$ cat src/rtl/sal_sched_pkg.sv
// Shared command encoding for bank controllers,
// the command scheduler and the DFI driver.
package sal_sched_pkg;

  typedef enum logic [2:0] {
    CMD_NOP = 3'd0,
    CMD_ACT = 3'd1,
    CMD_RD  = 3'd2,
    CMD_WR  = 3'd3,
    CMD_PRE = 3'd4,
    CMD_REF = 3'd5
  } cmd_t;

endpackage

$ cat src/rtl/sal_rr_arb.sv
// Round-robin picker: first set request at or
// after ptr, wrapping, as a one-hot grant.
module sal_rr_arb #(
  parameter int N = 4
) (
  input  logic [N-1:0]         req,
  input  logic [$clog2(N)-1:0] ptr,
  output logic [N-1:0]         gnt
);

  localparam int PW = $clog2(N);

  logic          found;
  logic [PW-1:0] idx;

  always_comb begin
    gnt   = '0;
    found = 1'b0;
    idx   = '0;
    for (int k = 0; k < N; k++) begin
      idx = PW'((int'(ptr) + k) % N);
      if (!found && req[idx]) begin
        gnt[idx] = 1'b1;
        found    = 1'b1;
      end
    end
  end

endmodule

$ cat src/rtl/sal_cmd_sched.sv
// DRAM command scheduler: round-robin among bank
// controllers under tRRD/tCCD/tWTR/tRTW, refresh first.
module sal_cmd_sched
  import sal_sched_pkg::*;
#(
  parameter int NUM_REQ = 4,
  parameter int TW      = 4
) (
  input  logic                       clk,
  input  logic                       rst_n,
  input  logic [NUM_REQ-1:0]         req_valid,
  input  logic [NUM_REQ-1:0][2:0]    req_cmd,
  output logic [NUM_REQ-1:0]         req_grant,
  input  logic                       ref_req,
  output logic                       ref_ack,
  input  logic [TW-1:0]              cfg_trrd,
  input  logic [TW-1:0]              cfg_tccd,
  input  logic [TW-1:0]              cfg_twtr,
  input  logic [TW-1:0]              cfg_trtw,
  output logic                       cmd_valid,
  output logic [2:0]                 cmd_code,
  output logic [$clog2(NUM_REQ)-1:0] cmd_src
);

  localparam int SW = $clog2(NUM_REQ);

  logic [TW-1:0] act_q, act_d;
  logic [TW-1:0] cas_q, cas_d;
  logic [TW-1:0] wtr_q, wtr_d;
  logic [TW-1:0] rtw_q, rtw_d;
  logic [SW-1:0] rr_ptr_q, rr_ptr_d;
  logic          cmd_valid_q, cmd_valid_d;
  logic [2:0]    cmd_code_q, cmd_code_d;
  logic [SW-1:0] cmd_src_q, cmd_src_d;

  logic [NUM_REQ-1:0] elig;
  logic [NUM_REQ-1:0] arb_req;
  logic [NUM_REQ-1:0] gnt;
  logic [NUM_REQ-1:0] accept;
  logic               win;
  logic [SW-1:0]      win_idx;
  cmd_t               win_cmd;
  logic               tmr_idle;

  // A gap of 0 or 1 cycles both allow back-to-back issue.
  function automatic logic [TW-1:0] ld(
    input logic [TW-1:0] c
  );
    return (c == '0) ? '0 : c - TW'(1);
  endfunction

  assign tmr_idle = (act_q == '0) && (cas_q == '0)
                 && (wtr_q == '0) && (rtw_q == '0);

  always_comb begin
    elig = '0;
    for (int i = 0; i < NUM_REQ; i++) begin
      case (cmd_t'(req_cmd[i]))
        CMD_ACT: elig[i] = (act_q == '0);
        CMD_RD:  elig[i] = (cas_q == '0) && (wtr_q == '0);
        CMD_WR:  elig[i] = (cas_q == '0) && (rtw_q == '0);
        CMD_PRE: elig[i] = 1'b1;
        default: elig[i] = 1'b0;
      endcase
    end
  end

  assign arb_req = (ref_req || !rst_n) ? '0
                 : (elig & req_valid);

  sal_rr_arb #(
    .N (NUM_REQ)
  ) u_arb (
    .req (arb_req),
    .ptr (rr_ptr_q),
    .gnt (gnt)
  );

  assign req_grant = gnt;
  assign ref_ack   = rst_n && ref_req && tmr_idle;
  assign accept    = req_valid & gnt;
  assign win       = |accept;

  always_comb begin
    win_idx = '0;
    win_cmd = CMD_NOP;
    for (int i = 0; i < NUM_REQ; i++) begin
      if (accept[i]) begin
        win_idx = SW'(i);
        win_cmd = cmd_t'(req_cmd[i]);
      end
    end
  end

  always_comb begin
    act_d = (act_q != '0) ? act_q - TW'(1) : act_q;
    cas_d = (cas_q != '0) ? cas_q - TW'(1) : cas_q;
    wtr_d = (wtr_q != '0) ? wtr_q - TW'(1) : wtr_q;
    rtw_d = (rtw_q != '0) ? rtw_q - TW'(1) : rtw_q;
    rr_ptr_d    = rr_ptr_q;
    cmd_valid_d = win || ref_ack;
    cmd_code_d  = CMD_NOP;
    cmd_src_d   = '0;
    if (ref_ack) begin
      cmd_code_d = CMD_REF;
    end else if (win) begin
      cmd_code_d = win_cmd;
      cmd_src_d  = win_idx;
      rr_ptr_d   = (win_idx == SW'(NUM_REQ - 1))
                 ? '0 : win_idx + SW'(1);
      case (win_cmd)
        CMD_ACT: act_d = ld(cfg_trrd);
        CMD_RD: begin
          cas_d = ld(cfg_tccd);
          rtw_d = ld(cfg_trtw);
        end
        CMD_WR: begin
          cas_d = ld(cfg_tccd);
          wtr_d = ld(cfg_twtr);
        end
        default: ;
      endcase
    end
  end

  always_ff @(posedge clk or negedge rst_n) begin
    if (!rst_n) begin
      act_q       <= '0;
      cas_q       <= '0;
      wtr_q       <= '0;
      rtw_q       <= '0;
      rr_ptr_q    <= '0;
      cmd_valid_q <= 1'b0;
      cmd_code_q  <= CMD_NOP;
      cmd_src_q   <= '0;
    end else begin
      act_q       <= act_d;
      cas_q       <= cas_d;
      wtr_q       <= wtr_d;
      rtw_q       <= rtw_d;
      rr_ptr_q    <= rr_ptr_d;
      cmd_valid_q <= cmd_valid_d;
      cmd_code_q  <= cmd_code_d;
      cmd_src_q   <= cmd_src_d;
    end
  end

  assign cmd_valid = cmd_valid_q;
  assign cmd_code  = cmd_code_q;
  assign cmd_src   = cmd_src_q;

endmodule
$ cat config.mk
export PLATFORM = sky130hd
export DESIGN_NAME = sal_cmd_sched
export DESIGN_NICKNAME = d
export VERILOG_FILES = /design/src/rtl/sal_sched_pkg.sv /design/src/rtl/sal_rr_arb.sv /design/src/rtl/sal_cmd_sched.sv
export SDC_FILE = /design/constraint.sdc
export NUM_CORES = 1
export LEC_CHECK = 0
export BUFFER_PORTS_ARGS = -buffer_cell sky130_fd_sc_hd__buf_2
export CAP_MARGIN = 20
export CORE_ASPECT_RATIO = 1.2
export CORE_UTILIZATION = 60
export CTS_CLUSTER_DIAMETER = 150
export CTS_CLUSTER_SIZE = 25
export DETAILED_ROUTE_END_ITERATION = 12
export GPL_TIMING_DRIVEN = 0
export PLACE_DENSITY = 0.91
export SYNTH_ARGS = -nofsm -noshare
export SYNTH_HDL_FRONTEND = slang
export SYNTH_SLANG_ARGS = --single-unit
$ cat constraint.sdc
create_clock -name clk -period 8.7 [get_ports clk]
set_clock_uncertainty 0.2 [all_clocks]
set_input_delay 1.305 -clock clk [delete_from_list [all_inputs] [get_ports clk]]
set_output_delay 1.305 -clock clk [all_outputs]
set_load 0.03 [all_outputs]
==> results of run 1 <==
-- report_power, final --
group	switching [W]	internal [W]	total (W)
clock	0.0000371	0.0000616	0.0000987
sequential	0.0000503	0.000167	0.000217
combinational	0.000338	0.000245	0.000583
-- metal layers --
layer | vias to the layer above | wire length (um)
met5 | - | 0
met3 | 31 | 270
met1 | 1090 | 2400
met2 | 103 | 3090
li1 | 1142 | -
met4 | 0 | 281
-- synthesized netlist by cell type (2+ instances only) --
library cell	number	area (um2)
sky130_fd_sc_hd__nand2_1	29	109
sky130_fd_sc_hd__dfrtp_1	24	601
sky130_fd_sc_hd__a21oi_1	20	100
sky130_fd_sc_hd__nor2_1	18	67.6
sky130_fd_sc_hd__inv_1	17	63.8
sky130_fd_sc_hd__mux2i_1	16	160
sky130_fd_sc_hd__o21ai_0	15	75.1
sky130_fd_sc_hd__ha_1	12	150
sky130_fd_sc_hd__nand3_1	12	60.1
sky130_fd_sc_hd__nor3_1	9	45.0
sky130_fd_sc_hd__mux2_1	8	90.1
sky130_fd_sc_hd__nor2b_1	7	43.8
sky130_fd_sc_hd__o211ai_1	7	52.6
sky130_fd_sc_hd__xnor2_1	6	52.6
sky130_fd_sc_hd__a21o_1	5	37.5
sky130_fd_sc_hd__a21oi_2	5	43.8
sky130_fd_sc_hd__o31ai_1	5	37.5
sky130_fd_sc_hd__nor3b_1	4	30.0
sky130_fd_sc_hd__a2111oi_0	3	26.3
sky130_fd_sc_hd__a32oi_1	3	26.3
sky130_fd_sc_hd__and2_1	3	18.8
sky130_fd_sc_hd__nor3b_4	3	56.3
sky130_fd_sc_hd__o21a_1	3	22.5
sky130_fd_sc_hd__or3_1	3	18.8
sky130_fd_sc_hd__a21boi_2	2	22.5
sky130_fd_sc_hd__a22o_4	2	35.0
sky130_fd_sc_hd__and3_1	2	12.5
sky130_fd_sc_hd__o221ai_2	2	30.0
sky130_fd_sc_hd__or2_2	2	12.5
-- final timing paths --
check                                   start               endpoint  slack (ns)  cells past startpoint
max                                     rst_n           req_grant[3]        3.26                      9
min                        act_q[1]$_DFF_PN0_     act_q[1]$_DFF_PN0_        0.38                      2
max reg2reg                act_q[0]$_DFF_PN0_     act_q[2]$_DFF_PN0_        4.25                     13
min reg2reg                act_q[1]$_DFF_PN0_     act_q[1]$_DFF_PN0_        0.38                      2
max in group asynchronous               rst_n  cmd_code[1]$_DFF_PN0_        7.10                      1
min in group asynchronous               rst_n     wtr_q[1]$_DFF_PN0_        0.82                      1
-- logic make-up after synthesis --
| family | share of synthesized area, % |
|---|---|
| adders and majority gates | 6.16 |
| buffers and inverters | 3.29 |
| and+or+nand+nor | 23.9 |
| xor gates and xnor gates | 2.16 |
| DFF | 24.6 |
| muxes | 11.7 |
| AOI/OAI and AO/OA | 28.2 |
-- registers in the layout, indices dropped and copies added (netlist names) --
| signal | flops |
|---|---|
| cmd_valid | 1 |
| act_q | 4 |
| cas_q | 4 |
| cmd_code | 3 |
| rr_ptr_q | 2 |
| cmd_src | 2 |
| wtr_q | 4 |
| rtw_q | 4 |
-- final cells by class --
cell class / count / area, um2
clock buffers: 3 / 41.3
well taps: 54 / 67.6
plain buffers: 3 / 16.3
fillers: 311 / 1110
clock inverters: 1 / 30.0
repair buffers: 45 / 225
flip-flops and latches: 24 / 601
inverters: 17 / 63.8
multi-input cells: 235 / 1760
-- per-stage QoR --
step                hold slack [ns]  util, %  cells  total power, W
finish                        0.379     71.6    382        0.000899
global route                  0.410     71.6    382        0.000968
CTS                           0.379     71.6    382        0.000895
detailed placement            0.361     69.8    378        0.000787
global placement              0.337     69.8    378        0.000765
floorplan                     0.321        -    279        0.000665
-- critical path, stage by stage --
cell	delay, ns
sky130_fd_sc_hd__buf_2	0.46
sky130_fd_sc_hd__nor2b_1	0.33
sky130_fd_sc_hd__nand3_1	0.14
sky130_fd_sc_hd__a211oi_1	0.42
sky130_fd_sc_hd__mux2i_1	0.26
sky130_fd_sc_hd__o21ai_0	0.36
sky130_fd_sc_hd__mux2i_1	0.16
sky130_fd_sc_hd__o21ai_0	0.25
sky130_fd_sc_hd__buf_2	0.24
==> results summary, run 1 <==
The most heavily used metal layer in global routing is met2. The maximum clock path buffer count is 2. The distinct cell type count of the synthesized netlist came out at 61. The most common library cell in the layout ignoring fill and taps is sky130_fd_sc_hd__buf_2. The met2 layer usage reported by global route is around 50%. In this run the vertical extent of the chip is 71.8 um. Setup slack closes at around 3.3 ns. The share of cells above drive strength 1 is approximately a quarter. The post-cts sizing count is 0. The maximum level of the CTS H-tree came out at 1. The post-layout net count is roughly 380.

The aggregate negative setup slack came out at 0 ns. After synthesis the cells add up to roughly 2400 um2. STA classifies the critical path startpoint as an input pin. The max-slew violation count came out at 0. The final route contains 2,366 vias.

The die is between 60 and 70 um wide. The via count of the first global-routing pass came out at approximately 2,200. The minimum clock period is 5.44 ns. The class of the most critical setup path is input pin to output port. The number of antenna-violating nets in the routed design is 0.

The number of top-level pins came out at between 40 and 50. The max capacitance violation total is 0. The count of buffers added on input and output ports is 45. The number of DRC violations after detailed routing came out at 0. The number of flip-flops and latches in the synthesized netlist is 24. The path class of the lowest-slack min-delay path is flop to flop. The core area came out at 3910 um2. Counting every net in the synthesized netlist gives 326. The count of flip-flops with a built-in enable after synthesis came out at 0. The first-pass GRT wire length came out at roughly 9400 um. Once detailed placement completed, the half-perimeter wirelength came to 4660 um. The sum of routed wire length over all layers is between 6000 and 7000 um. The finished cells cover 2800 um2. The full die area came out at 4320 um2.

The worst voltage drop across the vdd grid came out at 187 uV. A synthesized cell averages 8.74 um2. Timing analysis after detailed placement gives a worst setup slack of around 3.3 ns. For this block, the initial DRC count from the detailed router was roughly 150. The library cells used most frequently in the layout, excluding fill and tap cells, are sky130_fd_sc_hd__buf_2, sky130_fd_sc_hd__nand2_1, sky130_fd_sc_hd__dfrtp_1.

The total CTS buffers is 3. The final setup violation count came out at 0. The met3 layer usage reported by global route is under 10%. Clock tree synthesis selected as its root buffer the cell sky130_fd_sc_hd__clkbuf_8. TritonCTS built the clock tree. The reported leakage power is between 1 and 1.5 nW.

The final global-route overflow total came out at 0. STA puts the critical path data required time at roughly 7.2 ns. The number of hold violations in the final report came out at 0. The repair_antennas step left the layout with diodes totalling 0. In the routed layout, each cell is associated on average with a via count of slightly above 6. The total setup buffers inserted after CTS is 0. The initial antenna violation count came out at 0.

Setup repair after global routing left no endpoint under its margin. The number of hold buffers added after cts came out at 0. The area growth from synthesis to final layout is 14.9%. In this run the worst path has a maximum fanout of 26. The area of placed instances is roughly 2700 um2. The detail-routed net length per standard cell came out at ~16 um. Global routing used 28.9% of the available tracks across all layers.

The data arrival time of the critical path is 3.93 ns. The sink count of the clock tree is 24. Synthesis handed over a netlist of ~280 instances. The row count is 25. The flow ran to the end, and the final reports show no timing, DRC or antenna violations. The weighted congestion reported at the end of routability-driven placement came out at between 0.9 and 1. The sequential element share of the synthesized area came out at 24.6%. In the synthesized netlist the dominant register cell turns out to be sky130_fd_sc_hd__dfrtp_1. For this run, global-route usage on met1 was measured as 31.3%. The pre-antenna-repair detailed-routing pass consisted of 4 iterations. The initial utilization of the core area, before any placement, comes to 62.3%.

The maximum number of pins on one net before global-route repair is 27. For this run, the top clock speed supported by timing is 184 MHz. The synthesis warning total is 0. The async set-or-reset flop fraction in the synthesized netlist came out at between 90% and 100%.

The relative slew slack came out at around half. The total power divided by cell area is ~320 nW/um2. STA classifies the critical path endpoint as an output port.

At the pin with the least slew margin, the transition time is 0.769 ns. The insertion delay of the later-clocked pin in the worst-skew pair came out at 0.28 ns. The post-route clock period utilization is roughly 62%. The clock transition at the registers of the reported paths came out at approximately 0.080 ns.
Note: power is estimated with default switching activity, not from simulation.
==> run 2: changes to the inputs <==
Settings changed: CORE_UTILIZATION 60 to 51, PLACE_DENSITY 0.91 to 0.83.
Clock period 8.7 ns to 4.6 ns, I/O delays scaled along.
==> run 2 against run 1 <==
  * Wire length down 2.9%
  * Clock power up 91%
  * Critical path depth up 5
  * First-iteration DRC count down 6.6%
  * Final cell count up 2.1%
  * Hold slack worse by 0.28 ns
  * Register-to-register slack worse by 4.1 ns
  * Final area up 1.5%
  * Sequential cell count unchanged
  * Global-route usage down 5.6 points
  * Worst setup slack worse by 3.1 ns
==> results summary, run 2 (synthesis results as in run 1) <==
The starting utilization of the core area was 53.1% (was 62.3%). The area of combinational cells with multiple inputs came to 1760 um2 (about the same). The maximum level of the CTS H-tree was 1 (unchanged). The worst hold margin is 0.0969 ns (was 0.379 ns). The critical path required time came to 4.56 ns (was 7.19 ns). The total CTS buffers is 3 (unchanged). The number of DRC violations after detailed routing is 0 (unchanged). The flip-flop and latch area came to 601 um2 (unchanged). The iteration-0 DRC count of the detailed router is 142 (was 152). The via count of the first global-routing pass is 2,169 (was 2,240). The area growth from synthesis to final layout was 16.7% (was 14.9%).

The root buffer selected by CTS is sky130_fd_sc_hd__clkbuf_8 (unchanged). The design area came out at 2840 um2 (was 2800 um2). The post-layout net count came out at 380 (was 376). The first-pass GRT wire length came out at 9290 um (was 9400 um). The minimum clock period is 4.42 ns. The max capacitance violation total is 0 (unchanged). The maximum number of pins on one net before global-route repair was 27 (unchanged). The global routing usage summed across all routing layers came out at 23.3% (was 28.9%). The achievable clock frequency came out at 226 MHz.

The number of top-level pins came out at 46 (unchanged). The sum of routed wire length over all layers came out at 5870 um (was 6050 um). The vertical die dimension came out at 77.7 um (was 71.8 um). The path class of the lowest-slack min-delay path was input pin to asynchronous set/reset pin (was flop to flop). The stage delay of the slowest cell on the critical path came out at 0.72 ns (was 0.46 ns). Dividing the final minimum period by the clock period gives 96.2%. The share of cells above drive strength 1 came out at 26.2% (was 25.0%).

The final global-route overflow total came out at 0 (unchanged). The most common library cell in the layout ignoring fill and taps is sky130_fd_sc_hd__buf_2 (unchanged). The core area came out at 4590 um2 (was 3910 um2). The insertion delay of the later-clocked pin in the worst-skew pair came out at 0.28 ns (about the same). The post-DP HPWL was 4570 um (was 4660 um).

The biggest fanout along the worst timing path is 10 (was 26). Unrepaired setup endpoints after global routing: false (unchanged). The detail-routed via count per cell was 5.92 (was 6.19). The final core area utilization came to 61.9% (was 71.6%). The first-pass iteration count of the detailed router came out at 4 (unchanged). The number of hold violations in the final report is 0 (unchanged). The row count is 27 (was 25). Worst-path cell chain: inv_1, ha_1, nor3b_2, buf_4, nand3_1, a2111oi_0, nor4_2, o211ai_1, and2_0, a22o_4, a311oi_2, o221ai_2, a21boi_2, mux2_1 (was buf_2, nor2b_1, nand3_1, a211oi_1, mux2i_1, o21ai_0, mux2i_1, o21ai_0, buf_2). The number of input and output port buffers inserted was 45 (unchanged). The CTS tree is yes (unchanged). The clock transition at the registers of the reported paths is 0.09 ns (was 0.08 ns). The worst-margin pin slew is 0.829 ns (was 0.769 ns). The cell count of the worst reg-to-reg path came out at 14 (was 13).

The max-slew violation count came out at 0 (unchanged). The initial antenna violation count came to 0 (unchanged). The data arrival time of the critical path came out at 4.39 ns (was 3.93 ns).

The maximum clock path buffer count came out at 2 (unchanged). The worst voltage drop across the vdd grid is 348 uV (was 187 uV). The worst-path cell with the longest stage delay is sky130_fd_sc_hd__nor4_2 (was sky130_fd_sc_hd__buf_2). The area of placed instances came to 2740 um2 (was 2730 um2). The count of fill cells added during filler insertion came to 398 (was 311). The via count of the routed design was 2,307 (was 2,366). Status: complete, no violations (unchanged). The logic depth of the worst path, buffers included is 14 (was 9). The number of antenna-violating nets in the routed design came out at 0 (unchanged). The antenna diode count was 0 (unchanged). The weighted congestion reported at the end of routability-driven placement is 0.932 (was 0.919).

The detail-routed net length per standard cell is 15.1 um (was 15.8 um). The horizontal extent of the die came out at 65.1 um (was 60.2 um). The dominant delay contributor by cell family on the critical path is compound AO/OA/AOI/OAI gates (unchanged). The total power divided by cell area is 596 nW/um2 (was 321 nW/um2). The full die area is 5060 um2 (was 4320 um2). The nature of the critical path startpoint is a flop (was input pin).

The class of the most critical setup path is flop to flop (was input pin to output port). The final setup violation count came to 0 (unchanged). The sink count of the clock tree came to 24 (unchanged). The reported leakage power came to 1.27 nW (was 1.25 nW). The overall power is 0.00169 W (was 0.000899 W). The combined buffer and inverter count along the critical path came out at 2 (unchanged). The aggregate negative setup slack is 0 ns (unchanged).

Most frequent cells in the layout: sky130_fd_sc_hd__buf_2, sky130_fd_sc_hd__nand2_1, sky130_fd_sc_hd__dfrtp_1 (unchanged). The relative slew slack came out at 44.3% (was 48.3%). The endpoint kind of the worst setup timing path is a flop (was output port).
run 2: cell types whose count changed in the layout (fill, tap and decap cells not counted), sizes merged:
cell | before | now
buf | 47 | 51
run 2: report_power, final:
group | switching [W] | internal, W | leakage [nW]
logic | 0.000628 | 0.000470 | 0.942
registers | 0.0000909 | 0.000316 | 0.297
clock network | 0.0000726 | 0.000117 | 0.0357
total | 0.000791 | 0.000903 | 1.27
run 2: path summary, 6_finish.rpt:
path	from	to	slack, ns
worst max-delay path	cas_q[0]$_DFF_PN0_	rtw_q[2]$_DFF_PN0_	0.18
worst min-delay path	rst_n	wtr_q[3]$_DFF_PN0_	0.1
worst max register to register	cas_q[0]$_DFF_PN0_	rtw_q[2]$_DFF_PN0_	0.18
worst min register to register	act_q[1]$_DFF_PN0_	act_q[1]$_DFF_PN0_	0.38
max in group asynchronous	rst_n	cas_q[1]$_DFF_PN0_	3.85
min in group clk	act_q[1]$_DFF_PN0_	act_q[1]$_DFF_PN0_	0.38
run 2: through the flow:
| step | cells | worst slack (ns) |
|---|---|---|
| after floorplan | 279 | 0.692 |
| after global placement | 382 | -0.118 |
| after detailed placement | 382 | -0.270 |
| after CTS | 386 | 0.137 |
| after global routing | 390 | 0.00983 |
| final | 390 | 0.176 |
run 2: per-layer routing:
layer / vias up / global-route usage, % / share of wire [%]
met1: 1076 / 26.6 / 42
met2: 65 / 42.7 / 51
li1: 1148 / - / -
met4: 0 / 10.0 / 2.7
met5: - / 0 / 0
met3: 18 / 2.79 / 3.7
run 2: timing repair:
action / in CTS / in global routing
hold buffers: 0 / 0
setup endpoints to repair: 4 / 7
setup buffers: 0 / 4
pin swaps: 0 / 1
resized for setup: 1 / 1
run 2: layout make-up:
type	instances	share of cell area, %
multi-input cells	235	61.9
flip-flops and latches	24	21.1
repair buffers	49	9.06
well taps	58	2.55
inverters	17	2.24
clock buffers	3	1.45
clock inverters	1	1.06
plain buffers	3	0.572
